`src/rtl/bloco_operacional.sv`:
```
// -----------------------------------------------------------------------------
// bloco_operacional
//
// Datapath stage driven by the control block. Holds a NREGS x DATA_W register
// file with two combinational read ports (P and Q), a 3-way write-data mux,
// a pass/add/sub ALU and a registered carry/overflow status pair.
//
// Ports:
//   clk          - clock, all state updates on the rising edge
//   reset        - asynchronous, active-high reset (clears registers and flags)
//   D_rdata      - data memory read data (MOVR source)
//   D_wdata      - data memory write data (port P read data)
//   RF_W_data    - instruction constant (MOVC source)
//   RF_s0/RF_s1  - write-mux select {RF_s1, RF_s0}: 00 ALU, 01 mem, 10 const
//   RF_W_addr    - write address
//   RF_W_wr      - write enable
//   RF_Rp_addr   - port P read address
//   RF_Rp_rd     - port P read enable (disabled port reads as 0)
//   RF_Rq_addr   - port Q read address
//   RF_Rq_rd     - port Q read enable (disabled port reads as 0)
//   alu_s0/1     - ALU op {alu_s1, alu_s0}: 00 pass, 01 add, 10 sub
//   RF_Rp_zero   - port P enabled and its read data is zero (same cycle)
//   alu_carry    - carry/borrow of the last ADD/SUB written back
//   alu_overflow - signed overflow of the last ADD/SUB written back
// -----------------------------------------------------------------------------
module bloco_operacional #(
    parameter int DATA_W = 8,
    parameter int NREGS  = 16,
    parameter int ADDR_W = 4
) (
    input  logic              clk,
    input  logic              reset,
    input  logic [DATA_W-1:0] D_rdata,
    output logic [DATA_W-1:0] D_wdata,
    input  logic [DATA_W-1:0] RF_W_data,
    input  logic              RF_s0,
    input  logic              RF_s1,
    input  logic [ADDR_W-1:0] RF_W_addr,
    input  logic              RF_W_wr,
    input  logic [ADDR_W-1:0] RF_Rp_addr,
    input  logic              RF_Rp_rd,
    input  logic [ADDR_W-1:0] RF_Rq_addr,
    input  logic              RF_Rq_rd,
    input  logic              alu_s0,
    input  logic              alu_s1,
    output logic              RF_Rp_zero,
    output logic              alu_carry,
    output logic              alu_overflow
);

    typedef enum logic [1:0] {
        ALU_PASS = 2'b00,
        ALU_ADD  = 2'b01,
        ALU_SUB  = 2'b10,
        ALU_RSVD = 2'b11
    } alu_op_t;

    typedef enum logic [1:0] {
        SEL_ALU   = 2'b00,
        SEL_MEM   = 2'b01,
        SEL_CONST = 2'b10,
        SEL_RSVD  = 2'b11
    } wr_sel_t;

    logic [DATA_W-1:0] regs [NREGS];

    logic [DATA_W-1:0] rp_data;
    logic [DATA_W-1:0] rq_data;
    logic [DATA_W-1:0] alu_result;
    logic              alu_c;
    logic              alu_v;
    logic [DATA_W-1:0] w_data;
    logic              w_en;
    logic              flags_en;
    logic [DATA_W:0]   sum_ext;
    logic [DATA_W:0]   diff_ext;

    alu_op_t alu_op;
    wr_sel_t wr_sel;

    assign alu_op = alu_op_t'({alu_s1, alu_s0});
    assign wr_sel = wr_sel_t'({RF_s1, RF_s0});

    // Read ports: a disabled port drives 0 so the ALU and RF_Rp_zero never see X.
    assign rp_data = RF_Rp_rd ? regs[RF_Rp_addr] : '0;
    assign rq_data = RF_Rq_rd ? regs[RF_Rq_addr] : '0;

    // The control FSM samples this in the same cycle, so it must stay combinational.
    assign RF_Rp_zero = RF_Rp_rd && (rp_data == '0);
    assign D_wdata    = rp_data;

    // One extra bit holds the carry out of ADD and the borrow out of SUB.
    assign sum_ext  = {1'b0, rp_data} + {1'b0, rq_data};
    assign diff_ext = {1'b0, rp_data} - {1'b0, rq_data};

    // NOTE: every signal assigned in always_comb gets a default first, so no
    // path through the case can leave it unassigned and infer a latch.
    always_comb begin
        alu_result = '0;
        alu_c      = 1'b0;
        alu_v      = 1'b0;
        case (alu_op)
            ALU_PASS: alu_result = rp_data;
            ALU_ADD: begin
                alu_result = sum_ext[DATA_W-1:0];
                alu_c      = sum_ext[DATA_W];
                // Same-sign operands producing a result of the other sign.
                alu_v      = (rp_data[DATA_W-1] == rq_data[DATA_W-1]) &&
                             (alu_result[DATA_W-1] != rp_data[DATA_W-1]);
            end
            ALU_SUB: begin
                alu_result = diff_ext[DATA_W-1:0];
                alu_c      = diff_ext[DATA_W];
                // Opposite-sign operands where the result sign departs from Rp.
                alu_v      = (rp_data[DATA_W-1] != rq_data[DATA_W-1]) &&
                             (alu_result[DATA_W-1] != rp_data[DATA_W-1]);
            end
            default: alu_result = '0;
        endcase
    end

    always_comb begin
        w_data = '0;
        case (wr_sel)
            SEL_ALU:   w_data = alu_result;
            SEL_MEM:   w_data = D_rdata;
            SEL_CONST: w_data = RF_W_data;
            default:   w_data = '0;
        endcase
    end

    // The reserved mux code suppresses the write regardless of RF_W_wr.
    assign w_en     = RF_W_wr && (wr_sel != SEL_RSVD);
    assign flags_en = RF_W_wr && (wr_sel == SEL_ALU) &&
                      ((alu_op == ALU_ADD) || (alu_op == ALU_SUB));

    // NOTE: the register array is cleared by reset because the control block
    // relies on every register reading zero after reset; this keeps it in
    // flops rather than a RAM macro, which is acceptable at this size.
    // NOTE: sequential state uses non-blocking assignments so all registers
    // update together on the edge and reads in the same cycle see old values.
    always_ff @(posedge clk or posedge reset) begin
        if (reset) begin
            for (int i = 0; i < NREGS; i++) begin
                regs[i] <= '0;
            end
        end else if (w_en) begin
            regs[RF_W_addr] <= w_data;
        end
    end

    always_ff @(posedge clk or posedge reset) begin
        if (reset) begin
            alu_carry    <= 1'b0;
            alu_overflow <= 1'b0;
        end else if (flags_en) begin
            alu_carry    <= alu_c;
            alu_overflow <= alu_v;
        end
    end

endmodule

```
`config.mk`:
```
export PLATFORM = sky130hd
export DESIGN_NAME = bloco_operacional
export DESIGN_NICKNAME = d
export VERILOG_FILES = /design/src/rtl/bloco_operacional.sv
export SDC_FILE = /design/constraint.sdc
export NUM_CORES = 1
export LEC_CHECK = 0
export ABC_AREA = 1
export CORE_ASPECT_RATIO = 1.75
export CORE_MARGIN = 3
export CORE_UTILIZATION = 25
export DETAILED_ROUTE_END_ITERATION = 6
export DONT_BUFFER_PORTS = 1
export PLACE_DENSITY = 0.48
export SYNTH_ARGS = -nofsm -noshare
export SYNTH_HDL_FRONTEND = slang
export SYNTH_SLANG_ARGS = --single-unit
```
`constraint.sdc`:
```
create_clock -name clk -period 5.72 [get_ports clk]
set_input_delay 0.286 -clock clk [delete_from_list [all_inputs] [get_ports clk]]
set_output_delay 0.286 -clock clk [all_outputs]
set_load 0.02 [all_outputs]
```
==> flow_metrics.tcl <==
set metrics [dict create \
    min_period_ps 3960 \
    dieWidth_um 146 \
    preCtsSetupSlack_ps 1700 \
    finalCritPeriodShare_pct 69.3 \
    cp_num_buf_inv 2 \
    synth_fa_ha_area_share_pct 3.23 \
    pwr-share-comb_pct 22.7 \
    grt_max_degree 97 \
    routed_wl_um 32200 \
    slew_headroom_pct 27.6 \
    drt.antenna.violating_nets 0 \
    synth_area_mm2 0.00861 \
    setup_viol 0 \
    crit_family "compound AO/OA/AOI/OAI gates" \
    core.rowCount 89 \
    synth.most_common_cell "nand2_1" \
    drc_errors 0 \
    power_frac_clock_pct 38.6 \
    critPathKind "reg2reg" \
    initial_utilization_pct 25.4 \
    hold_class "in2reg" \
    cp-start-kind "flip-flop" \
    area_growth_pct 11.1 \
    hpwl_um 22700 \
    crit_path_cell_trace "inv_1 -> a21oi_1 -> o21ai_0 -> nand3_1 -> nand3_1 -> a21oi_1 -> ha_1 -> inv_1 -> o31ai_1 -> nand2_1 -> nand2_1 -> nand3_2 -> nand2_2 -> nand2_1 -> nand3_1 -> nand3_1 -> nand2_1 -> nand3_2 -> nand2_1 -> o21ai_1" \
    synth_area_per_cell_um2 6.83 \
    end_kind "flip-flop" \
    cts_tree "built" \
    drt_first_pass_iters 5 \
    pin_count 48 \
    overflow 0 \
    grt_pass1_wl_um 48600 \
    synth_edf_count 0 \
    vias 8193 \
    gp_congestion 0.869 \
    numCtsBuffers 17 \
    max_cap_violations 0 \
    fmax_mhz 252 \
    tightestPinTransition_ps 1080 \
    ctsResizeCount 0 \
    ys_types 34 \
    fin_ws_ps 1760 \
    cts_max_level 4 \
    wl_met2_um 17400 \
    top_layer "met4" \
    die_y_um 252 \
    synth_compound_area_share_pct 18.6 \
    synth_simple_gate_area_share_pct 28.7 \
    post-synth-top-area-cell "dfrtp_1" \
    setup-tns-final_ps 0 \
    wire_per_inst_um 19.0 \
    syn-num-nets 1319 \
    diodes 0 \
    finClkSkew_ps 14.8 \
    ir_drop_mv 0.215 \
    outcome "completed" \
    hold_viol 0 \
    synth_mux_area_share_pct 0 \
    switching_share_pct 32.9 \
    synth-seq-cells 130 \
    yosysSeqAreaShare_pct 37.8 \
    cp_slowest_cell "a21oi_1" \
    drtIter0Drc 723 \
    synth_top_area_share_pct 37.8 \
    dieArea_mm2 0.0368 \
    synth_top_family_by_area "simple AND/OR/NAND/NOR gates" \
    ys.flop_type "dfrtp_1" \
    rsz0062_at_grt "no" \
    synthXorXnorAreaFrac_pct 0.203 \
    path_max_fanout 16 \
    cpPeakStageDelay_ps 720 \
    pwr-share-seq_pct 38.7 \
    yosys_warnings 0 \
    power_leakage_uw 0.00454 \
    core_mm2 0.0339 \
    via_per_inst 4.84 \
    wl_met3_um 1270 \
    grtUsageTotal_pct 17.3 \
    antenna_found_initial 0 \
    drt-met1-wl_um 11500 \
    ctsLongestPathBuffers 2 \
    internal-power_uw 2150 \
    clock-root-buffer "clkbuf_16" \
    clk_latency_ps 450 \
    synth_common_cells "nand2_1 (370), o21ai_0 (160), inv_1 (147)" \
    synth_cells 1261 \
    first_global_vias 8177 \
    crit_arrival_ps 4290 \
    port_buffers 0 \
    drive_gt1_share_pct 6.87 \
    layout.nets 1283 \
    path_clk_slew_ps 70 \
    required_ps 6050 \
    crit_path_frequent_cell "nand2_1" \
    cellPowerDensity_mw_per_mm2 334 \
    drv_slew 0 \
    cts.sinks 130 \
    synth_area_leaders "dfrtp_1 (38%), nand2_1 (16%), o21ai_0 (9.3%), nand3_1 (8.0%), inv_1 (6.4%)" \
    async_flop_share_pct 100 \
    p_switching_uw 1050 \
]
==> what timing repair did <==
action | in CTS | in global routing
setup endpoints to repair | 0 | 0
hold endpoints to repair | 95 | 0
setup buffers | 0 | 0
hold buffers | 1 | 0
==> metal layers <==
metal	global-route usage, %	vias up
met5	0	-
met3	2.07	78
li1	-	4022
met2	33.1	228
met4	10.9	0
met1	17.6	3865
==> placed cells by master (no fill, tap or decap), drive strengths merged <==
cell type    instances
nand2              390
o21ai              170
inv                151
nand3              147
dfrtp              130
a21oi              107
nor2                37
clkbuf              24
o211ai              19
ha                  19
buf                 18
nor3                 4
bufinv               4
clkinvlp             3
o31ai                2
xor2                 2
fa                   2
clkinv               2
o21bai               1
o221ai               1
o22ai                1
a22o                 1
nor4                 1
a41oi                1
dlygate4sd3          1
==> state kept, by name (all words and copies together), names as in the netlist <==
register      flops
alu_overflow      1
regs            128
alu_carry         1
==> power by group through the flow <==
stage | Sequential [uW] | Clock (uW) | Combinational, uW
floorplan | 1210 | 0 | 575
detailed placement | 1250 | 0 | 723
global route | 1260 | 1280 | 827
finish | 1240 | 1230 | 726
CTS | 1240 | 1250 | 727
global placement | 1250 | 0 | 713
==> logic make-up (layout without fill, tap and decap cells) <==
kind of cell,after synthesis,in the layout
AND/OR/NAND/NOR,579,579
AO/OA/AOI/OAI,303,303
adder cells (fa/ha/maj),21,21
XOR/XNOR,2,2
buffers and inverters,226,203
flip-flops,130,130
==> worst paths after layout <==
| path | start | endpoint | slack [ps] | cells past startpoint |
|---|---|---|---|---|
| setup reg to reg | regs[114]$_DFFE_PP0P_ | regs[5]$_DFFE_PP0P_ | 1760 | 20 |
| setup / recovery | regs[114]$_DFFE_PP0P_ | regs[5]$_DFFE_PP0P_ | 1760 | 20 |
| min in group asynchronous | reset | regs[109]$_DFFE_PP0P_ | 500 | 2 |
| max in group asynchronous | reset | regs[111]$_DFFE_PP0P_ | 4110 | 3 |
| hold / removal | RF_W_wr | alu_overflow$_DFFE_PP0P_ | 180 | 3 |
| hold reg to reg | regs[118]$_DFFE_PP0P_ | regs[118]$_DFFE_PP0P_ | 480 | 2 |
==> stage by stage <==
step / util, % / instances / power, uW / instance area (um^2) / hold WS [ps]
after global placement: 26.3 / 1660 / 1960 / 8900 / 384
after CTS: 28.3 / 1693 / 3210 / 9560 / 166
after global routing: 28.3 / 1693 / 3360 / 9560 / 201
final: 28.3 / 1693 / 3200 / 9560 / 180
after detailed placement: 26.3 / 1660 / 1970 / 8900 / 403
after floorplan: - / 1261 / 1790 / 8610 / 449
==> tightest hold or removal path: cells and delay by family <==
family,cells,cell delay (ps)
AO/OA/AOI/OAI,2,200
AND/OR/NAND/NOR,1,100
==> final cells by class <==
cell class	instances	area, um^2
fillers	3761	24300
multi-input cells	905	4370
flip-flops and latches	130	3250
inverters	152	578
well taps	455	569
clock buffers	24	502
clock inverters	8	148
repair buffers	19	145
No activity file was read; power rests on OpenSTA's default activity.
